`src/rtl/eq_pkg.sv`:
```
// Shared types and constants for the equalizer band sequencer.
package eq_pkg;

  typedef logic [15:0] eq_gain_t;
  typedef logic [47:0] eq_sample_t;

  typedef enum logic [1:0] {
    ST_IDLE  = 2'd0,
    ST_RUN   = 2'd1,
    ST_DRAIN = 2'd2
  } eq_state_e;

  localparam eq_gain_t EQ_UNITY_GAIN = 16'h4000;

endpackage

```
`src/rtl/eq_gain_bank.sv`:
```
// Double-buffered band gain registers: byte-assembled writes land in the
// pending bank, and the active bank follows it only on a commit strobe.
// A write in the commit cycle is visible in the copy and on the read port.
module eq_gain_bank
  import eq_pkg::*;
#(
  parameter int          NUM_BANDS  = 4,
  parameter logic [15:0] GAIN_RESET = EQ_UNITY_GAIN,
  localparam int         SW         = $clog2(NUM_BANDS)
) (
  input  logic          clk,
  input  logic          reset_n,
  input  logic          wr_en_i,
  input  logic [SW-1:0] wr_sel_i,
  input  logic [15:0]   wr_data_i,
  input  logic          commit_i,
  input  logic [SW-1:0] rd_idx_i,
  output logic [15:0]   rd_gain_o
);

  localparam logic [SW:0] NUM_SEL = (SW+1)'(NUM_BANDS);

  eq_gain_t pending_q [NUM_BANDS];
  eq_gain_t pending_d [NUM_BANDS];
  eq_gain_t active_q  [NUM_BANDS];
  eq_gain_t active_d  [NUM_BANDS];
  logic     wr_ok;

  // Out-of-range band selects are silently dropped.
  assign wr_ok = wr_en_i && ({1'b0, wr_sel_i} < NUM_SEL);

  // Pending bank next state: apply this cycle's write.
  always_comb begin
    pending_d = pending_q;
    if (wr_ok) begin
      pending_d[wr_sel_i] = wr_data_i;
    end
  end

  // Active bank next state: take a snapshot of the post-write pending bank on commit.
  always_comb begin
    active_d = active_q;
    if (commit_i) begin
      active_d = pending_d;
    end
  end

  // On commit the reader sees the gains that are about to become active.
  assign rd_gain_o = commit_i ? pending_d[rd_idx_i] : active_q[rd_idx_i];

  // Bank state registers.
  always_ff @(posedge clk or negedge reset_n) begin
    if (!reset_n) begin
      for (int i = 0; i < NUM_BANDS; i++) begin
        pending_q[i] <= GAIN_RESET;
        active_q[i]  <= GAIN_RESET;
      end
    end else begin
      pending_q <= pending_d;
      active_q  <= active_d;
    end
  end

endmodule

```
`src/rtl/eq_band_sequencer.sv`:
```
// Per-sample band sweep feeding the equalizer gain MAC: presents each band's
// L/R sample with its gain, drives MAC enable / accumulator load, then waits
// out the MAC latency and flags the finished sum.
module eq_band_sequencer
  import eq_pkg::*;
#(
  parameter int          num_of_filters = 4,
  parameter int          MAC_LATENCY    = 2,
  parameter logic [15:0] GAIN_RESET     = EQ_UNITY_GAIN
) (
  input  logic                               clk,
  input  logic                               reset_n,
  input  logic                               sample_en,
  input  logic                               eq_wr,
  input  logic [$clog2(num_of_filters)-1:0]  eq_wr_sel,
  input  logic [7:0]                         eq_gain_lsb,
  input  logic [7:0]                         eq_gain_msb,
  input  logic [48*num_of_filters-1:0]       l_data_in,
  input  logic [48*num_of_filters-1:0]       r_data_in,
  output logic [47:0]                        l_band_out,
  output logic [47:0]                        r_band_out,
  output logic [15:0]                        gain_out,
  output logic                               mac_ce,
  output logic                               accum_bypass,
  output logic                               result_valid,
  output logic                               busy,
  output logic                               sample_overrun
);

  localparam int                SW         = $clog2(num_of_filters);
  localparam int                CW         = (MAC_LATENCY > 1) ? $clog2(MAC_LATENCY) : 1;
  localparam logic [SW-1:0]     LAST_BAND  = SW'(num_of_filters - 1);
  localparam logic [CW-1:0]     DRAIN_INIT = CW'(MAC_LATENCY - 1);

  eq_state_e     state_q, state_d;
  logic [SW-1:0] band_q, band_d;
  logic [CW-1:0] cnt_q, cnt_d;
  eq_sample_t    l_q, l_d, r_q, r_d;
  eq_gain_t      gain_q, gain_d;
  logic          ce_q, ce_d;
  logic          byp_q, byp_d;
  logic          rv_q, rv_d;
  logic          commit;
  logic          load;
  logic [SW-1:0] sel_idx;
  eq_gain_t      bank_gain;

  eq_sample_t l_bands [num_of_filters];
  eq_sample_t r_bands [num_of_filters];

  for (genvar b = 0; b < num_of_filters; b++) begin : g_unpack
    assign l_bands[b] = l_data_in[b*48 +: 48];
    assign r_bands[b] = r_data_in[b*48 +: 48];
  end

  eq_gain_bank #(
    .NUM_BANDS  (num_of_filters),
    .GAIN_RESET (GAIN_RESET)
  ) u_gain_bank (
    .clk       (clk),
    .reset_n   (reset_n),
    .wr_en_i   (eq_wr),
    .wr_sel_i  (eq_wr_sel),
    .wr_data_i ({eq_gain_msb, eq_gain_lsb}),
    .commit_i  (commit),
    .rd_idx_i  (sel_idx),
    .rd_gain_o (bank_gain)
  );

  // Sweep FSM: selects the next band to present and schedules the MAC controls.
  always_comb begin
    state_d = state_q;
    band_d  = band_q;
    cnt_d   = cnt_q;
    ce_d    = 1'b0;
    byp_d   = 1'b0;
    rv_d    = 1'b0;
    commit  = 1'b0;
    load    = 1'b0;
    sel_idx = band_q;
    unique case (state_q)
      ST_IDLE: begin
        band_d = '0;
        if (sample_en) begin
          commit  = 1'b1;
          load    = 1'b1;
          sel_idx = '0;
          ce_d    = 1'b1;
          byp_d   = 1'b1;
          state_d = ST_RUN;
        end
      end
      ST_RUN: begin
        if (band_q == LAST_BAND) begin
          state_d = ST_DRAIN;
          band_d  = '0;
          cnt_d   = DRAIN_INIT;
          rv_d    = (DRAIN_INIT == '0);
        end else begin
          sel_idx = band_q + 1'b1;
          load    = 1'b1;
          ce_d    = 1'b1;
          band_d  = band_q + 1'b1;
        end
      end
      ST_DRAIN: begin
        // result_valid is raised for the DRAIN cycle whose count is zero.
        if (cnt_q == '0) begin
          state_d = ST_IDLE;
        end else begin
          cnt_d = cnt_q - 1'b1;
          rv_d  = ((cnt_q - 1'b1) == '0);
        end
      end
      default: state_d = ST_IDLE;
    endcase
  end

  // Output data next state: hold while the MAC is not being fed.
  always_comb begin
    l_d    = l_q;
    r_d    = r_q;
    gain_d = gain_q;
    if (load) begin
      l_d    = l_bands[sel_idx];
      r_d    = r_bands[sel_idx];
      gain_d = bank_gain;
    end
  end

  // Control and output registers.
  always_ff @(posedge clk or negedge reset_n) begin
    if (!reset_n) begin
      state_q <= ST_IDLE;
      band_q  <= '0;
      cnt_q   <= '0;
      l_q     <= '0;
      r_q     <= '0;
      gain_q  <= '0;
      ce_q    <= 1'b0;
      byp_q   <= 1'b0;
      rv_q    <= 1'b0;
    end else begin
      state_q <= state_d;
      band_q  <= band_d;
      cnt_q   <= cnt_d;
      l_q     <= l_d;
      r_q     <= r_d;
      gain_q  <= gain_d;
      ce_q    <= ce_d;
      byp_q   <= byp_d;
      rv_q    <= rv_d;
    end
  end

  assign l_band_out     = l_q;
  assign r_band_out     = r_q;
  assign gain_out       = gain_q;
  assign mac_ce         = ce_q;
  assign accum_bypass   = byp_q;
  assign result_valid   = rv_q;
  assign busy           = (state_q != ST_IDLE);
  assign sample_overrun = sample_en && busy;

endmodule

```
`config.mk`:
```
export PLATFORM = sky130hd
export DESIGN_NAME = eq_band_sequencer
export DESIGN_NICKNAME = d
export VERILOG_FILES = /design/src/rtl/eq_pkg.sv /design/src/rtl/eq_gain_bank.sv /design/src/rtl/eq_band_sequencer.sv
export SDC_FILE = /design/constraint.sdc
export NUM_CORES = 1
export LEC_CHECK = 0
export ABC_AREA = 1
export BUFFER_PORTS_ARGS = -buffer_cell sky130_fd_sc_hd__buf_2
export CORE_AREA = 2 2 202 204
export DETAILED_ROUTE_END_ITERATION = 6
export DIE_AREA = 0 0 204 206
export RECOVER_POWER = 25
export SLEW_MARGIN = 20
export SYNTH_ARGS = -nofsm -noshare
export SYNTH_HDL_FRONTEND = slang
export SYNTH_SLANG_ARGS = --single-unit
```
`constraint.sdc`:
```
create_clock -name clk -period 2.25 [get_ports clk]
set_clock_uncertainty 0.1 [all_clocks]
set_input_delay 0.3375 -clock clk [delete_from_list [all_inputs] [get_ports clk]]
set_output_delay 0.3375 -clock clk [all_outputs]
set_load 0.02 [all_outputs]
```
==> results.md <==
* Fin crit share at 95.2%
* First-pass GRT wire length at 79700 microns
* Die height at 206 microns
* YS warnings at 0
* GPL Wtd Cong at 0.938
* Final Max Tran Viols at 66
* DIE AREA at 0.0420 sq mm
* GRT overflow at 0
* Status: finished with violations
* CP Max Fanout at 33
* Register bit count reported by yosys at 248
* Final Hold Fails at 0
* Drt first-iter violations at 1162
* Sequential area share after synthesis at 44.8%
* Post-Route Utilization at 45.5%
* Startpoint Class: flip-flop
* Final setup vio count at 0
* Initial antenna violation count at 14
* Via density at 4.70
* Number of global-route vias before repair at 13521
* PwrDens at 1620 mW/mm^2
* Num CTS Buffers at 29
* Fin Hold WS at 0.0235 ns
* Flop pwr share at 24.4%
* Failing checks: max-capacitance violations, max-slew violations
* Cell Int Power at 15.0 mW
* Net switching power at 14.6 mW
* Largest net degree at the start of global routing at 99
* Die width at 204 microns
* Via count at 14624
* Placeable Area at 0.0402 sq mm
* Clock Power Share at 15.3%
* Switching part of the total at 49.3%
* Final layout net count at 2961
* Peak VDD IR at 789 uV
* Syn_nets at 2463
* Tmin final at 2.14 ns
* Fmax at 467 MHz
* Drt pass-1 iters at 5
* Total power at 29.7 mW
* Unrepaired setup endpoints after global routing: true
* Postcts setup bufs at 0
* CTS Root Cell: clkbuf_16
* Clock Sinks at 248
* Critical-path cell list: inv_1 > ha_1 > nand3_2 > nand3_4 > buf_12 > o21ai_0 > buf_4 > nand2_1 > nand2_1 > nand2_1 > nand2_1
* Final wirelength at 54400 microns
* Synth unique cells at 27
* CTS tree: yes
* Htree depth at 1
* Most frequent cells in the layout: nand2_1, buf_2, inv_1
* Wire per inst at 17.5 microns
* Critical Path RT at 2.63 ns
* Buffers added on ports at 522
* Cells after Synth at 2054
* HP Class: input pin to flip-flop
* Crit path max-delay cell type: o21ai_0
* Hold Path Depth at 3
* RR Endpoint: r_band_out[33]
* Kind of critical path: flip-flop to flip-flop
* # rows at 74
* Syn Area/Cell at 6.76 sq um
* Reg2Reg Setup Slack at 0.11 ns
* Part of the total power dissipated in combinational logic at 60.3%
* Mapped Area at 0.0139 sq mm
* WHS Endpoint: u_gain_bank.pending_q[60]
* CP max stage delay at 0.42 ns
* Clock Tree Buf Depth at 3
* Hold_sp: eq_gain_msb[4]
* Commonest non-fill, non-tap cell in the layout: nand2_1
* Reg2reg start: band_q[1]
* Starting Density at 34.5%
* Layout cells sized above 1 at 24.8%
* R2R depth at 11
* Total track usage at 24.7%
* Critical Path Sink Type: flip-flop
* Area delta synth->final at 31.8%
* LEAKAGE at 10.7 nW
* Worst-skew pair later-pin latency at 0.55 ns
* HPWL after DPL at 41000 microns
* Slew @ Worst Pin at 1.54 ns
* # IOs at 523
* DRC violation count after routing at 0
* Final antenna-violating net count at 0
* Max_cap viols at 2
* Worst-path clk slew at 0.06 ns
* Most used cell along the critical path: nand2_1
* Slew headroom at -2.59%
* Worst EP arrival at 2.52 ns
layer usage:
metal / part of all wire [%] / GRT usage [%] / wire length [microns]
met1: 44 / 34.2 / 24000
met5: 0.13 / 0 / 73
met2: 45 / 38.6 / 24200
met3: 8.3 / 6.24 / 4540
met4: 2.8 / 6.52 / 1530
stage by stage:
| step | cells | area [sq um] | setup WS (ns) | TNS [ns] |
|---|---|---|---|---|
| final | 3112 | 18300 | 0.108 | 0 |
| after floorplan | 2054 | 13900 | 0.520 | 0 |
| after global routing | 3107 | 18300 | -0.0114 | -0.0114 |
| after detailed placement | 3044 | 17300 | 0.0626 | 0 |
| after CTS | 3100 | 18200 | 0.0518 | 0 |
| after global placement | 3044 | 17300 | 0.106 | 0 |
area by class of cell:
| class | instances | area (sq um) |
|---|---|---|
| Antenna cell | 11 | 27.5 |
| Clock buffer | 42 | 835 |
| Clock inverter | 6 | 63.8 |
| Fill cell | 4196 | 21900 |
| Inverter | 290 | 1090 |
| Multi-Input combinational cell | 1393 | 5920 |
| Sequential cell | 248 | 6220 |
| Tap cell | 532 | 666 |
| Timing Repair Buffer | 590 | 3470 |
synthesized netlist by cell type:
library cell	number	share of area, %
clkbuf_2	11	0.40
o211ai_1	22	1.2
nor2_4	1	0.081
nor2_1	10	0.27
dfrtp_1	240	43
o21ai_0	224	8.1
ha_1	3	0.27
nand3_2	1	0.072
buf_6	19	1.5
nand3_1	24	0.87
inv_1	288	7.8
buf_4	6	0.32
buf_1	7	0.19
nand2_1	992	27
o21bai_1	3	0.16
a21oi_1	3	0.11
nand2_4	2	0.16
dfstp_2	8	1.5
nor2_2	2	0.090
o21ai_1	85	3.1
nand4_1	7	0.32
nand2_2	2	0.090
nand3_4	1	0.13
clkbuf_1	40	1.1
a22oi_1	11	0.60
inv_2	2	0.054
buf_2	40	1.4
worst max-delay path by stage:
stage	endpoint	cells past startpoint	slack (ns)	startpoint
4_1_cts	r_band_out[45]	11	0.05	band_q[1]
5_1_grt	r_band_out[26]	13	-0.01	band_q[1]
2_1_floorplan	l_band_out[24]	11	0.52	band_q[1]
3_3_place_gp	r_band_out[46]	11	0.11	state_q[1]
3_5_place_dp	r_band_out[45]	11	0.06	band_q[1]
6_report	r_band_out[33]	11	0.11	band_q[1]
flip-flops by register name, indices dropped and copies added, names as in the netlist:
name / count
l_band_out: 48
gain_out: 16
cnt_q: 1
result_valid: 1
r_band_out: 48
u_gain_bank.active_q: 64
accum_bypass: 1
band_q: 2
mac_ce: 1
u_gain_bank.pending_q: 64
state_q: 2
logic make-up (layout without fill, tap and decap cells):
| kind of cell | count (synthesis) | count (layout) | synth area share (%) |
|---|---|---|---|
| AO/OA/AOI/OAI | 348 | 348 | 13.2 |
| flip-flops | 248 | 248 | 44.8 |
| AND/OR/NAND/NOR | 1042 | 1042 | 28.9 |
| buffers and inverters | 413 | 928 | 12.8 |
| other | 0 | 11 | 0 |
| adder cells (fa/ha/maj) | 3 | 3 | 0.271 |
power by group through the flow:
stage / clock network, mW / logic (mW) / registers [mW]
detailed placement: 0 / 17.7 / 7.27
floorplan: 0 / 10.5 / 8.33
finish: 4.54 / 17.9 / 7.24
global route: 4.82 / 20.0 / 7.43
global placement: 0 / 17.5 / 7.24
CTS: 4.65 / 17.8 / 7.23
critical path: cells and delay by family (launching register included):
kind | cells | cell delay, ns
AOI/OAI and AO/OA | 1 | 0.42
adders and majority gates | 1 | 0.20
buffers and inverters | 3 | 0.48
DFF | 1 | 0.39
and+or+nand+nor | 6 | 0.46
timing repair:
item                                    in CTS  in global routing
hold buffers                                 8                  0
endpoints found under the setup margin       0                 11
endpoints found under the hold margin      186                  0
resized for setup                            0                 15
Note: power is estimated with default switching activity, not from simulation.
